$ cat config.mk
export PLATFORM = sky130hd
export DESIGN_NAME = tdc_phase_decoder
export DESIGN_NICKNAME = d
export VERILOG_FILES = /design/src/rtl/tdc_pkg.sv /design/src/rtl/tdc_event_fifo.sv /design/src/rtl/tdc_phase_decoder.sv
export SDC_FILE = /design/constraint.sdc
export NUM_CORES = 1
export LEC_CHECK = 0
export BUFFER_PORTS_ARGS = -buffer_cell sky130_fd_sc_hd__buf_2
export CAP_MARGIN = 20
export CORE_MARGIN = 1
export CORE_UTILIZATION = 56
export CTS_CLUSTER_DIAMETER = 150
export CTS_CLUSTER_SIZE = 28
export DETAILED_ROUTE_END_ITERATION = 8
export PLACE_DENSITY_LB_ADDON = 0.08
export SLEW_MARGIN = 5
export SYNTH_ARGS = -nofsm -noshare
export SYNTH_HDL_FRONTEND = slang
export SYNTH_HIERARCHICAL = 1
export SYNTH_SLANG_ARGS = --single-unit
export TNS_END_PERCENT = 10
$ cat constraint.sdc
create_clock -name clk -period 11.7 [get_ports clk]
set_input_delay 2.925 -clock clk [delete_from_list [all_inputs] [get_ports clk]]
set_output_delay 2.925 -clock clk [all_outputs]
set_load 0.05 [all_outputs]
$ cat src/rtl/tdc_pkg.sv
// Shared types and helpers for the 10-phase TDC consumer path.
// Event record {coarse, fine}, fine encoder, majority vote helper.
package tdc_pkg;

  localparam int NPHASE   = 10;
  localparam int FINE_W   = 4;
  localparam int COARSE_W = 16;

  typedef struct packed {
    logic [COARSE_W-1:0] coarse;
    logic [FINE_W-1:0]   fine;
  } tdc_event_t;

  // Index of the lowest set bit of an edge vector (bit 0 = earliest phase).
  function automatic logic [FINE_W-1:0] fine_encode(input logic [NPHASE-1:0] e);
    logic [FINE_W-1:0] idx;
    idx = '0;
    for (int i = NPHASE - 1; i >= 0; i--) begin
      if (e[i]) idx = FINE_W'(i);
    end
    return idx;
  endfunction

  function automatic logic maj3(input logic a, input logic b, input logic c);
    return (a & b) | (a & c) | (b & c);
  endfunction

endpackage

$ cat src/rtl/tdc_event_fifo.sv
// First-word-fall-through FIFO of tdc_event_t with occupancy output.
// A write while full is accepted only when a pop happens in the same cycle.
module tdc_event_fifo
  import tdc_pkg::*;
#(
  parameter int DEPTH = 16
) (
  input  logic                     clk,
  input  logic                     rst,
  input  logic                     wr_en,
  input  tdc_event_t               wr_data,
  input  logic                     rd_en,
  output logic                     rd_valid,
  output tdc_event_t               rd_data,
  output logic [$clog2(DEPTH):0]   level,
  output logic                     full
);

  localparam int AW = $clog2(DEPTH);

  tdc_event_t        mem [DEPTH];
  logic [AW-1:0]     wr_ptr;
  logic [AW-1:0]     rd_ptr;
  logic [AW:0]       count;
  logic              push;
  logic              pop;

  assign full     = (count == (AW+1)'(DEPTH));
  assign rd_valid = (count != '0);
  assign pop      = rd_en & rd_valid;
  assign push     = wr_en & (~full | pop);
  assign rd_data  = mem[rd_ptr];
  assign level    = count;

  // Storage, pointers and occupancy; reset empties the FIFO and clears contents.
  always_ff @(posedge clk or posedge rst) begin
    if (rst) begin
      wr_ptr <= '0;
      rd_ptr <= '0;
      count  <= '0;
      for (int i = 0; i < DEPTH; i++) mem[i] <= '0;
    end else begin
      if (push) begin
        mem[wr_ptr] <= wr_data;
        wr_ptr      <= wr_ptr + 1'b1;
      end
      if (pop) rd_ptr <= rd_ptr + 1'b1;
      case ({push, pop})
        2'b10:   count <= count + 1'b1;
        2'b01:   count <= count - 1'b1;
        default: count <= count;
      endcase
    end
  end

endmodule

$ cat src/rtl/tdc_phase_decoder.sv
// 10-phase TDC snapshot decoder: earliest rising edge -> {coarse, fine} event,
// buffered in a FWFT FIFO and drained over a valid/ready stream.
// Stream handshake: ev_valid stays high and ev_coarse/ev_fine stay stable until
// the cycle where ev_valid & ev_ready are both high; that cycle pops the head.
// Optional build macro TDC_BUBBLE_FILTER_EN adds a majority-of-3 bubble filter
// stage ahead of the edge search (latency to ev_valid 3 cycles instead of 2).
module tdc_phase_decoder
  import tdc_pkg::*;
#(
  parameter int FIFO_DEPTH = 16,
  parameter int DROP_W     = 8
) (
  input  logic                          clk,
  input  logic                          rst,
  input  logic                          en,
  input  logic                          clr,
  input  logic [NPHASE-1:0]             phase_smp,
  output logic                          ev_valid,
  input  logic                          ev_ready,
  output logic [COARSE_W-1:0]           ev_coarse,
  output logic [FINE_W-1:0]             ev_fine,
  output logic [$clog2(FIFO_DEPTH):0]   fifo_level,
  output logic                          overflow,
  output logic                          multi_hit,
  output logic [DROP_W-1:0]             drop_cnt
);

  logic [COARSE_W-1:0] coarse;
  logic                prev_msb;
  logic [NPHASE-1:0]   det_snap;
  logic [COARSE_W-1:0] det_coarse;
  logic                det_en;
  logic [NPHASE-1:0]   edge_vec;
  logic                hit;
  logic                multi;
  logic                ev_pend;
  tdc_event_t          ev_data;
  tdc_event_t          head;
  logic                fifo_full;
  logic                pop;
  logic                drop;

  // Free-running coarse counter, wraps silently.
  always_ff @(posedge clk or posedge rst) begin
    if (rst) coarse <= '0;
    else     coarse <= coarse + 1'b1;
  end

`ifdef TDC_BUBBLE_FILTER_EN
  logic                raw_prev_msb;
  logic [NPHASE+1:0]   ext;
  logic [NPHASE-1:0]   filt;
  logic [NPHASE-1:0]   filt_q;
  logic [COARSE_W-1:0] coarse_q;
  logic                en_q;

  assign ext = {phase_smp[NPHASE-1], phase_smp, raw_prev_msb};

  // Majority-of-3 across neighbouring phases removes single-bit bubbles.
  always_comb begin
    filt = '0;
    for (int i = 0; i < NPHASE; i++) filt[i] = maj3(ext[i], ext[i+1], ext[i+2]);
  end

  // Filter stage register; the coarse stamp travels with the snapshot.
  always_ff @(posedge clk or posedge rst) begin
    if (rst) begin
      raw_prev_msb <= 1'b0;
      filt_q       <= '0;
      coarse_q     <= '0;
      en_q         <= 1'b0;
      prev_msb     <= 1'b0;
    end else begin
      raw_prev_msb <= phase_smp[NPHASE-1];
      filt_q       <= filt;
      coarse_q     <= coarse;
      en_q         <= en;
      prev_msb     <= filt_q[NPHASE-1];
    end
  end

  assign det_snap   = filt_q;
  assign det_coarse = coarse_q;
  assign det_en     = en_q;
`else
  // Last phase of the previous snapshot seeds edge detection at bit 0.
  always_ff @(posedge clk or posedge rst) begin
    if (rst) prev_msb <= 1'b0;
    else     prev_msb <= phase_smp[NPHASE-1];
  end

  assign det_snap   = phase_smp;
  assign det_coarse = coarse;
  assign det_en     = en;
`endif

  assign edge_vec = det_snap & ~{det_snap[NPHASE-2:0], prev_msb};
  assign hit      = det_en & (|edge_vec);
  assign multi    = hit & (|(edge_vec & (edge_vec - 1'b1)));

  // Event stage: registered candidate that is written to the FIFO next cycle.
  always_ff @(posedge clk or posedge rst) begin
    if (rst) begin
      ev_pend <= 1'b0;
      ev_data <= '0;
    end else begin
      ev_pend        <= hit;
      ev_data.coarse <= det_coarse;
      ev_data.fine   <= fine_encode(edge_vec);
    end
  end

  tdc_event_fifo #(.DEPTH(FIFO_DEPTH)) u_fifo (
    .clk      (clk),
    .rst      (rst),
    .wr_en    (ev_pend),
    .wr_data  (ev_data),
    .rd_en    (ev_ready),
    .rd_valid (ev_valid),
    .rd_data  (head),
    .level    (fifo_level),
    .full     (fifo_full)
  );

  assign ev_coarse = head.coarse;
  assign ev_fine   = head.fine;
  assign pop       = ev_valid & ev_ready;
  assign drop      = ev_pend & fifo_full & ~pop;

  // Sticky flags and saturating drop counter; clr wins, then this cycle's news applies.
  always_ff @(posedge clk or posedge rst) begin
    if (rst) begin
      overflow  <= 1'b0;
      multi_hit <= 1'b0;
      drop_cnt  <= '0;
    end else if (clr) begin
      overflow  <= drop;
      multi_hit <= multi;
      drop_cnt  <= drop ? DROP_W'(1) : '0;
    end else begin
      overflow  <= overflow | drop;
      multi_hit <= multi_hit | multi;
      if (drop && (drop_cnt != '1)) drop_cnt <= drop_cnt + 1'b1;
    end
  end

endmodule

Word level (Yosys, flattened, before mapping):

Cells that the tools add are included.

* bits in registers: 381
* bits in latches: 0
* memory bits (writable): 0
* bits in read-only memories: 0
* bits of input ports: 15
* output and inout port bits: 36
* memories kept: 0

* add/subtract/negate cells: 7
* multipliers: 0
* divide/modulo/power cells: 0
* $lt $le $gt $ge: 3
* eq/ne operators: 4
* shifts and indexed selects: 0
* mux-type cells: 22
* bitwise logic cells: 16
* reduce and logical (&&, ||, !) cells: 7

Operator list (count)
* $bwmux 320: 1
* $bmux 20 s4: 1
* $demux 20 s4: 1
* $mux 20: 3
* $mux 4: 10
* $and 10x10->10: 2
* $reduce_or 10->1: 2
* $add 16x1->16 const B: 1
* $mux 8: 2
* $ge 5x5->1 const B: 2
* $not 10->10: 1
* $not 4->5: 2
* $pmux 5 s2: 1
* $sub 10x1->10 const B: 1
* $add 4x1->4 const B: 2
* $add 8x1->8 const B: 1
* $ne 8x8->1 const B: 1
* $and 1x1->1: 6
* $add 5x1->5 const B: 1
* $eq 5x5->1 const B: 1
* $lt 5x1->1 const B: 1
* $reduce_bool 5->1: 1
* $sub 5x1->5 const B: 1
* $reduce_bool 2->1: 2
* other kinds (6): 12

Longest topological paths before layout:

* depth after elaboration: 12
* gate-level depth with buffers: 9
* mapped depth without buffers: 8

Modules after synthesis:

Netlist, hierarchy kept.

Modules (own cells, without submodules)
* tdc_event_fifo: instances 1, cells an instance 957, area each 15208.3 um2
* tdc_phase_decoder: instances 1, cells an instance 170, area each 1944.4 um2

Worst setup path before layout:

OpenSTA, ideal clock, no wires.

* path kind: register -> output
* start: register u_fifo.rd_ptr[0]
* end: output port ev_coarse[0]
* arrival time: 1.968 ns
* required time: 8.775 ns
* setup slack: 6.807 ns
* cell stages (with the launch flop): 6
* buffers on the path: 2
* cell sequence: dfrtp_1 > clkbuf_1 > buf_2 > mux4_2 > a22oi_1 > nand2_1

* cells in the longest elaborated chain, start to end: 4

RTL lines
* start, declared: RTL line tdc_event_fifo.sv:23 `logic [AW-1:0] rd_ptr;`
* start signal, assigned: RTL line tdc_event_fifo.sv:47 `if (pop) rd_ptr <= rd_ptr + 1'b1;`
* $not 4->5 (implied by the code): RTL line tdc_event_fifo.sv:32 `assign rd_data = mem[rd_ptr];`
* $bmux 20 s4: RTL line tdc_event_fifo.sv:32
* $mux 20 (implied by the code) (2 in a row): RTL line tdc_event_fifo.sv:32
* end, declared: RTL line tdc_phase_decoder.sv:20 `output logic [COARSE_W-1:0] ev_coarse,`

No other way between the ends. The select of a mux whose other input is x is not followed.

Worst setup path after layout:

* start: register u_fifo.rd_ptr[0]
* end: output port ev_coarse[8]

Same word-level chain as after synthesis.

==> summary.txt <==
Global routing
  • First-pass GRT wire length: 58.9 mm
  • M3 GR Usage: 2.81%
  • Vias in the first global route: 9,826
  • GR peak layer: met2
  • Met1 Use GR: 38.8%
  • Largest net degree at the start of global routing: 182
  • Total GRT Usage: 25.1%
  • Gr ovfl total: 0
  • M2 GR Usage: 39.1%
  • Initial antenna violation count: 1

Layout
  • Share of layout cells above drive strength 1: 44.7%
  • Fillcell total: about 2,300
  • Post-layout nets: 1,163
  • Design Area, Final: 18,100 sq um
  • Post-Layout Cell Count: ~1,500
  • Diode count: 0
  • Area Overhead vs Synth: 5.54%

Place
  • I/O Buffers: 50
  • Placed wire-length estimate: roughly 22 mm
  • Placed cell area: 17,700 sq um
  • RD Place Congestion: approximately 0.74
  • Placed cells: between 1,500 and 2,000

Routing
  • Via count: ~9,400
  • DRT iter0 DRCs: 687
  • Routed len/inst: 24.4 um
  • Vias per cell: just over 6
  • Routed wire length: 37.2 mm
  • Antenna-violating nets left: 0
  • DRC: 0
  • DR pass1 iterations: 4

Setup path
  • Worst reg2reg setup slack: 8.50 ns
  • CP required: around 9 ns
  • Reg2reg start: u_fifo/level[0]
  • Critical Path Fanout Max: 44
  • Crit path launch: u_fifo/rd_ptr[0]
  • R2R depth: 7
  • Worst r2r dst: u_fifo/level[4]
  • Critical path arrival: 3.53 ns
  • Startpoint type of the worst setup path: flip-flop
  • Crit path kind: flip-flop to output pin
  • Worst Setup End Kind: output pin
  • CP endpoint: ev_coarse[8]

Floorplanning
  • Initial cell density of the core: 57.4%
  • Row count: 63
  • Vert. Die Dim: 177 um
  • Die Width: 177 um
  • Die area: approximately 31,000 sq um
  • Core area: 29,900 sq um
  • # IOs: 51

Power and ir drop
  • Pleak: about 0.0084 uW
  • Final Power: approximately 3800 uW
  • Peak supply drop: approximately 0.00019 V
  • Cell Pwr Density: approximately 210 nW/um^2

STA
  • Count of final hold-check violations: 0
  • Rel. slew slack: 28.5%
  • Min cycle time layout: 6.46 ns
  • Slew Limit Fails: 0
  • TNS Setup: 0 ns
  • Worst Skew: 0.0147 ns
  • Fmax: 155 MHz
  • Period utilization: 55.2%
  • Final setup fails: 0
  • Worst Max-Slew Pin Slew: 1.07 ns
  • RSZ-0062 raised after global routing: false

Synthesis
  • Ys Warns: 6
  • Register area share after synthesis: 55.6%
  • Netlist cell types: 50
  • Post-synthesis net count: 1,154
  • Async set-reset flop share out of synthesis: 100%
  • Average cell area after synthesis: ~15 sq um
  • Yosys reg bits: between 300 and 400
  • Post-Syn Instances: 1,127
  • EDFF count, synth: 0
  • Synthesized area: 17,200 sq um
  • Primary FF master, synth: dfrtp_1

Clock network
  • Post-CTS setup buffer count: 0
  • Post-CTS sizing: 0
  • # H-tree levels: 1
  • Root Buffer: clkbuf_16
  • Max clock buf depth: 3
  • CTS tree: done
  • Worst skew pair latency: around 0.52 ns
  • Sinks on the clock net: 381
  • Total CTS buffers: 17
  • Clock Pin Slew Worst Setup and Hold Paths: 0.10 ns
  • # hold bufs at CTS: 0

Flow run
  • Max Cap Violations: 0

Run status
  • Outcome: finished clean

Worst hold path
  • Min-Delay Path Class: flip-flop to flip-flop
[flip-flops by register name (all words and copies together) (netlist names)]
| name | flops |
|---|---|
| overflow | 1 |
| coarse | 16 |
| multi_hit | 1 |
| u_fifo/wr_ptr | 4 |
| prev_msb | 1 |
| u_fifo/rd_ptr | 4 |
| u_fifo/level | 5 |
| ev_data | 20 |
| ev_pend | 1 |
| drop_cnt | 8 |
| u_fifo/mem | 320 |
[report_power, final]
part / internal (uW) / total, uW / switching [uW]
logic: 603 / 1320 / 716
registers: 1580 / 1800 / 216
clock network: 267 / 663 / 396
[final cells by class]
cell class                      count  area, sq um  area share (%)
Sequential cell                   381         9540            52.7
Inverter                           14         56.3           0.311
Tap cell                          390          488            2.70
Multi-Input combinational cell    649         7140            39.4
Clock buffer                       17          425            2.35
Clock inverter                      1         16.3          0.0899
Timing Repair Buffer               73          435            2.41
[layer usage]
layer	vias up	routed length [um]
met1	5064	17700
met3	23	1630
li1	4135	-
met2	158	17400
met4	0	420
met5	-	0
[layout by cell type, fill, tap and decap left out, types with 9 or more instances in the layout]
| cell | netlist | routed |
|---|---|---|
| dfrtp_1 | 381 | 379 |
| mux2_2 | 303 | 303 |
| mux4_2 | 80 | 80 |
| buf_2 | 12 | 50 |
| a22oi_1 | 41 | 41 |
| nand2_1 | 37 | 37 |
| buf_4 | 7 | 22 |
| mux2_1 | 20 | 20 |
| xnor2_1 | 17 | 17 |
| clkbuf_16 | 0 | 17 |
| nor2_1 | 29 | 16 |
| o21ai_0 | 13 | 13 |
| inv_1 | 14 | 12 |
| nor2_2 | 0 | 12 |
| nand3_1 | 11 | 11 |
| ha_1 | 11 | 11 |
| xor2_1 | 9 | 9 |
| a21oi_1 | 9 | 9 |
[per-stage QoR]
step / setup WS (ns) / utilization [%] / hold slack [ns]
after floorplan: 4.33 / - / 0.370
after global placement: 5.70 / 59.1 / 0.378
after detailed placement: 5.67 / 59.1 / 0.380
after CTS: 5.11 / 60.6 / 0.404
after global routing: 4.95 / 60.6 / 0.411
final: 5.24 / 60.6 / 0.400
[synth_stat cells (2+ instances only)]
cell type | count | area (sq um)
nor2b_1 | 9 | 56.3
and3_1 | 3 | 18.8
nand2_1 | 37 | 139
o2111ai_1 | 2 | 17.5
mux2_2 | 303 | 3410
o211ai_2 | 3 | 37.5
or3_1 | 3 | 18.8
mux4_2 | 80 | 1800
mux2i_1 | 2 | 20.0
clkbuf_1 | 42 | 158
xor2_1 | 9 | 78.8
nand2b_1 | 8 | 50.1
buf_2 | 12 | 60.1
a22oi_1 | 41 | 308
buf_6 | 22 | 248
dfrtp_1 | 381 | 9530
mux2_1 | 20 | 225
buf_4 | 7 | 52.6
a31oi_1 | 2 | 12.5
nor2_1 | 29 | 109
nand3_2 | 2 | 20.0
o21ai_0 | 13 | 65.1
xnor2_1 | 17 | 149
nand3_1 | 11 | 55.1
inv_1 | 14 | 52.6
ha_1 | 11 | 138
nand4_1 | 6 | 37.5
a21oi_1 | 9 | 45.0
nor3_1 | 8 | 40.0
[worst max-delay path, stage by stage (launching register included)]
cell and delay [ns]:
dfrtp_4 1.03, buf_4 0.76, mux4_2 0.59, a22oi_1 0.23, nand2_1 0.12, buf_2 0.23
[how the worst min path moves through the flow]
stage,from,end,cells after the start
floorplan,coarse[1],ev_data[5],0
global placement,coarse[15],ev_data[19],0
detailed placement,coarse[15],ev_data[19],0
CTS,coarse[15],ev_data[19],0
global route,coarse[15],ev_data[19],0
finish,coarse[15],ev_data[19],0
[logic make-up (layout without fill, tap and decap cells)]
group | Yosys count | count (layout) | synth area share [%]
AND/OR/NAND/NOR | 126 | 126 | 3.63
AO/OA/AOI/OAI | 80 | 80 | 3.39
buffers and inverters | 97 | 105 | 3.33
multiplexers | 405 | 405 | 31.8
adder cells (fa/ha/maj) | 12 | 12 | 0.919
flip-flops | 381 | 381 | 55.6
XOR/XNOR | 26 | 26 | 1.33
No activity file was read; power rests on OpenSTA's default activity.
